`src/rtl/ph_cache_sched.sv`:
```
// ph_cache_sched: ping-pong frame bank control plus a round-robin
// read scheduler for a two-bank cache shared by CPU and baseline engine.
module ph_cache_sched #(
  parameter int ADDR_W = 8,
  parameter int DATA_W = 16,
  parameter int RD_LAT = 2
) (
  input  logic              clk,
  input  logic              rst,
  input  logic              wr_done,
  output logic              wr_bank,
  input  logic              cpu_req,
  input  logic [ADDR_W-1:0] cpu_addr,
  output logic              cpu_gnt,
  output logic              cpu_rvalid,
  input  logic              bl_req,
  input  logic [ADDR_W-1:0] bl_addr,
  output logic              bl_gnt,
  output logic              bl_rvalid,
  output logic              bl_frame_ready,
  input  logic              bl_frame_ack,
  output logic              mem_en,
  output logic              mem_bank,
  output logic [ADDR_W-1:0] mem_addr,
  input  logic [DATA_W-1:0] mem_rdata,
  output logic [DATA_W-1:0] rdata,
  output logic [15:0]       overrun_cnt
);

  typedef enum logic {
    EMPTY = 1'b0,
    READY = 1'b1
  } state_t;

  state_t            state;
  logic              wr_bank_n;
  logic              cpu_elig;
  logic              bl_elig;
  logic              take_cpu;
  logic              take_bl;
  logic              rr_bl;
  logic [RD_LAT-1:0] pipe_v;
  logic [RD_LAT-1:0] pipe_bl;

  assign bl_frame_ready = (state == READY);

  // Writer bank for the coming cycle; an issue targets its complement
  always_comb begin
    wr_bank_n = wr_bank;
    if (wr_done && (state == EMPTY || bl_frame_ack))
      wr_bank_n = ~wr_bank;
  end

  // Bank FSM: frame handoff, consumption and overrun counting
  always_ff @(posedge clk or posedge rst) begin
    if (rst) begin
      state       <= EMPTY;
      wr_bank     <= 1'b0;
      overrun_cnt <= '0;
    end else begin
      case (state)
        EMPTY: begin
          if (wr_done)
            state <= READY;
        end
        READY: begin
          if (wr_done && !bl_frame_ack) begin
            if (overrun_cnt != 16'hFFFF)
              overrun_cnt <= overrun_cnt + 16'd1;
          end else if (!wr_done && bl_frame_ack) begin
            state <= EMPTY;
          end
        end
        default: state <= EMPTY;
      endcase
      wr_bank <= wr_bank_n;
    end
  end

  // Eligibility masks the request already granted this cycle
  always_comb begin
    cpu_elig = cpu_req && !cpu_gnt;
    bl_elig  = bl_req && !bl_gnt && (state == READY);
    take_bl  = bl_elig && (!cpu_elig || rr_bl);
    take_cpu = cpu_elig && !take_bl;
  end

  // Issue stage: one registered read per cycle, address/bank held otherwise
  always_ff @(posedge clk or posedge rst) begin
    if (rst) begin
      cpu_gnt  <= 1'b0;
      bl_gnt   <= 1'b0;
      mem_en   <= 1'b0;
      mem_bank <= 1'b1;
      mem_addr <= '0;
      rr_bl    <= 1'b0;
    end else begin
      cpu_gnt <= take_cpu;
      bl_gnt  <= take_bl;
      mem_en  <= take_cpu | take_bl;
      if (take_cpu) begin
        mem_addr <= cpu_addr;
        mem_bank <= ~wr_bank_n;
        rr_bl    <= 1'b1;
      end else if (take_bl) begin
        mem_addr <= bl_addr;
        mem_bank <= ~wr_bank_n;
        rr_bl    <= 1'b0;
      end
    end
  end

  // Owner-tag pipeline steers returning data to the issuing requester
  always_ff @(posedge clk or posedge rst) begin
    if (rst) begin
      pipe_v     <= '0;
      pipe_bl    <= '0;
      cpu_rvalid <= 1'b0;
      bl_rvalid  <= 1'b0;
      rdata      <= '0;
    end else begin
      pipe_v[0]  <= mem_en;
      pipe_bl[0] <= bl_gnt;
      for (int i = 1; i < RD_LAT; i++) begin
        pipe_v[i]  <= pipe_v[i-1];
        pipe_bl[i] <= pipe_bl[i-1];
      end
      cpu_rvalid <= pipe_v[RD_LAT-1] & ~pipe_bl[RD_LAT-1];
      bl_rvalid  <= pipe_v[RD_LAT-1] & pipe_bl[RD_LAT-1];
      if (pipe_v[RD_LAT-1])
        rdata <= mem_rdata;
    end
  end

endmodule

```
`config.mk`:
```
export PLATFORM = sky130hd
export DESIGN_NAME = ph_cache_sched
export DESIGN_NICKNAME = d
export VERILOG_FILES = /design/src/rtl/ph_cache_sched.sv
export SDC_FILE = /design/constraint.sdc
export NUM_CORES = 1
export LEC_CHECK = 0
export BUFFER_PORTS_ARGS = -buffer_cell sky130_fd_sc_hd__buf_4
export CAP_MARGIN = 20
export CORE_MARGIN = 2
export CORE_UTILIZATION = 50
export CTS_BUF_LIST = sky130_fd_sc_hd__clkbuf_2 sky130_fd_sc_hd__clkbuf_4 sky130_fd_sc_hd__clkbuf_8
export DETAILED_ROUTE_END_ITERATION = 7
export PLACE_DENSITY = 0.82
export SLEW_MARGIN = 20
export SYNTH_ARGS = -nofsm -noshare
export SYNTH_HDL_FRONTEND = slang
export SYNTH_SLANG_ARGS = --single-unit
```
`constraint.sdc`:
```
create_clock -name clk -period 1.98 [get_ports clk]
set_input_delay 0 -clock clk [delete_from_list [all_inputs] [get_ports clk]]
set_output_delay 0 -clock clk [all_outputs]
set_load 0.005 [all_outputs]
```
* After elaboration in Yosys (flattened, before gate mapping)
Index checks and enable logic that the tools add are counted.
** Operators by class
- Add/sub/neg operators :: 1
- Equality and inequality tests :: 1
- Mux-type cells :: 11
- Bitwise operators :: 7
- Reductions and logical operators :: 18
** Operators with widths (number)
- $add 16x1->16 const B :: 1
- $mux 8 :: 2
- $ne 16x16->1 const B :: 1
- $logic_and 1x1->1 :: 8
- $mux 1 :: 8
- $logic_not 1->1 :: 6
- $not 1->1 :: 4
- $reduce_and 3->1 :: 1
- $and 1x1->1 :: 2
- $logic_or 1x1->1 :: 2
- $pmux 1 s2 :: 1
- $reduce_bool 2->1 :: 1
- $or 1x1->1 :: 1
** Storage, ports and cells
- Register bits after elaboration :: 53
- Bits of input ports :: 38
- Logic and storage cells :: 52

* Longest topological paths before layout
- Depth after elaboration :: 8
- Gate-level depth with buffers :: 5

* Worst setup path before layout
OpenSTA, ideal clock, no wires.
- Kind :: reg2reg
- From :: reg overrun_cnt[0]
- To :: reg overrun_cnt[1]
- Data arrival time :: 1464 ps
- Required time :: 1855 ps
- Setup slack :: 391 ps
- Stages on the path, launching flop included :: 6
- Path buffers :: 0
- Clock period less this slack :: 1589 ps
- Cells stage by stage :: dfrtp_1 -> ha_1 -> nand3_1 -> nor4_4 -> nor2_2 -> mux2_4
** Between the ends
- Word-level cells in the longest chain between the ends :: 2
- Elaborated cells on any way between the ends :: 3
** Ends and longest elaborated chain
- start, declared :: RTL line 27 : output logic [15:0] overrun_cnt
- start signal, assigned :: RTL line 69 : overrun_cnt <= overrun_cnt + 16'd1;
- parallel branches: the longest is 2 deep, another holds $add 16x1->16
Parallel ways; which one is timed is not known.
A chain may end at the register's enable or synchronous reset.

* Worst setup path in the final report
- From :: reg overrun_cnt[1]
- To :: reg overrun_cnt[1]
The elaborated chain is that of the path after synthesis.

==> metrics <==
number of antenna cells inserted=0; flip-flop and latch count after synthesis=53; critical path class=flop to flop; clock-pin slew on the worst setup and hold paths=roughly 0.090 ns; Yosys warning total=0; Site Rows=23; synthesized area per cell=13.37 um2; post-route core utilization=around 80%; die outline area=4845 um2; routed via count=1736; count of fill cells added during filler insertion=238; worst setup path startpoint=overrun_cnt[1]; first-pass GRT wire length=8266 um; I/O pins=86; Register-to-Register Setup Slack=0.21 ns; number of enable flip-flop cells after synthesis=0; flip-flop and latch area=1328 um2; count of max-cap constraint violations=0; number of cells upsized or downsized after cts=0; LEAKAGE=1.645 nW; proportion of register bits with asynchronous set or reset after synthesis=100.0%; final clock period utilization by the worst path=89.32%; Syn Inst Count=161; number of antenna violations at the first check in global routing=0; post-placement cell area=around 2900 um2; number of global-route vias before repair=~1800; post-layout instance area=around 3300 um2; commonest cells after routing, fill and taps aside=sky130_fd_sc_hd__buf_4, sky130_fd_sc_hd__dfrtp_1, sky130_fd_sc_hd__dlygate4sd3_1; maximum operating frequency=approximately 0.57 GHz; commonest non-fill, non-tap cell in the layout=sky130_fd_sc_hd__buf_4; Unique masters post-synth=31; crit path time final=~1.8 ns; Pre-Repair DR Iteration Count=4; area of the mapped netlist=2152 um2; Final Hold Violating Endpoints=0; portion of the post-synthesis area used by sequential elements=61.69%; result of the run=completed; cts bufs inserted=5; share of post-route cells with drive strength above 1=between 40 and 50%; Initial Utilization=53.04%; Total Routing Usage GR=a little over a fifth; Final #Nets=roughly 320; Clock Path Buffers=2; Relative slew margins=between 50% and 60%; clock tree sinks=53; WP data required=2.18 ns; number of endpoints failing setup at the final stage=0; area occupied by multi-input gates=802.0 um2; total overflow reported by the global router=0; y dimension of the die=roughly 70 um; clock tree from TritonCTS=done; horizontal extent of the die=69.61 um; Routed WL=5014 um; Final Max Slew Viols=0; critical path launch point type=flop; Total Negative Setup Slacks=0 ns; routed wire length per instance=14.97 um; maximum number of pins on one net before global-route repair=33; CTS H-tree lvls=2; prevailing post-synth register cell=sky130_fd_sc_hd__dfrtp_1; number of nets still failing antenna checks after routing=0; setup repair after global routing missed its margin=false; clock latency on the worst-skew pair=0.30 ns; Least-Margin Pin Slew=0.6733 ns; Post-route DRC=0; Critical Path AT=around 2 ns; DP Wirelength=between 3000 and 4000 um; first-iteration detailed-routing DRC count=slightly above 90; number of buffers added on ports=85; capturing element type of the critical path=flop; worst flop-to-flop path startpoint=overrun_cnt[1]; root buffer selected by CTS=sky130_fd_sc_hd__clkbuf_8; maximum vdd drop=0.6191 mV; worst setup skew after layout=0.007843 ns; ratio of routed vias to standard cells=5.182; net count after synthesis=200; global placement routability congestion=0.8595; top fanout value on the critical path=9; synthesis-to-finish area growth=52.91%; Post-CTS Repair Setup Buffers=0; path type of the worst min-delay path=input port to flop; Pwr Density=866.7 nW/um2; area of the core=a little over 4000 um2; start point of the worst hold path=cpu_addr[2]
## layout make-up
type / instances / area share (%)
clock buffers: 5 / 2.091
clock inverters: 2 / 1.065
flip-flops and latches: 53 / 40.34
inverters: 3 / 0.3422
well taps: 50 / 1.901
repair buffers: 120 / 29.89
multi-input cells: 102 / 24.37
## per-layer routing
layer,vias to the layer above,global-route usage (%),wire length [um]
met5,-,0,0
met4,0,7.843,68
met3,7,6.831,361
met2,65,33.76,2456
met1,840,28.83,2127
li1,824,-,-
## cell families (layout without fill, tap and decap cells)
group                    after synthesis  after routing  synth area share, %
AND/OR/NAND/NOR                       55             55                15.81
flip-flops                            53             53                61.69
multiplexers                          18             18                9.593
AO/OA/AOI/OAI                         14             14                5.582
XOR/XNOR                              14             14                5.698
buffers and inverters                  6            130                1.046
adder cells (fa/ha/maj)                1              1               0.5813
## path summary, 6_finish.rpt
kind                             endpoint  cells after the start
setup / recovery           overrun_cnt[1]                      5
hold / removal                mem_addr[2]                      3
setup reg to reg           overrun_cnt[1]                      5
hold reg to reg                 pipe_v[1]                      0
max in group asynchronous        mem_bank                      4
min in group asynchronous       rdata[10]                      3
## power by group
group	switching (mW)	total [mW]	internal, mW
registers	0.167	1.45	1.28
clock network	0.327	0.694	0.368
logic	0.245	0.709	0.463
total	0.739	2.85	2.11
## metrics by stage
| stage | worst slack [ns] | total power [mW] | hold slack (ns) | instances |
|---|---|---|---|---|
| final | 0.2114 | 2.852 | 0.001775 | 335 |
| after CTS | 0.2175 | 2.863 | 0.002388 | 335 |
| after global placement | 0.3064 | 2.097 | 0.1283 | 295 |
| after floorplan | 0.3914 | 1.712 | 0.1084 | 161 |
| after detailed placement | 0.2559 | 2.118 | 0.1295 | 295 |
| after global routing | 0.1103 | 3.020 | 0.01871 | 335 |
## synthesized netlist by cell type (all sizes together) (3+ instances only)
| library cell | count | area share (%) |
|---|---|---|
| a221o | 8 | 3.7 |
| and2 | 10 | 2.9 |
| clkbuf | 3 | 0.52 |
| dfrtp | 52 | 60 |
| inv | 3 | 0.52 |
| mux2 | 18 | 9.6 |
| nand2 | 8 | 1.4 |
| nand2b | 3 | 0.87 |
| nand3 | 3 | 0.70 |
| nand4 | 6 | 2.3 |
| nor2 | 6 | 1.2 |
| nor3 | 6 | 1.4 |
| nor4 | 3 | 1.6 |
| o21ai | 3 | 0.70 |
| xor2 | 12 | 4.9 |
## state kept, by name, indices dropped and copies added, names as in the netlist
| name | cells |
|---|---|
| bl_gnt | 1 |
| wr_bank | 1 |
| overrun_cnt | 16 |
| mem_bank | 1 |
| cpu_gnt | 1 |
| rdata | 16 |
| cpu_rvalid | 1 |
| rr_bl | 1 |
| pipe_bl | 2 |
| pipe_v | 2 |
| bl_frame_ready | 1 |
| mem_addr | 8 |
| mem_en | 1 |
| bl_rvalid | 1 |
## timing repair
item	CTS	global route
hold buffers	33	0
setup endpoints to repair	0	0
hold endpoints to repair	56	0
## worst max-delay path: stages, from the launching register on
cell and delay [ns]:
sky130_fd_sc_hd__dfrtp_1 0.42, sky130_fd_sc_hd__ha_1 0.21, sky130_fd_sc_hd__nand3_1 0.14, sky130_fd_sc_hd__nor4_4 0.48
sky130_fd_sc_hd__nor2_2 0.10, sky130_fd_sc_hd__mux2_4 0.31
Power figures use the tool's default switching activity.
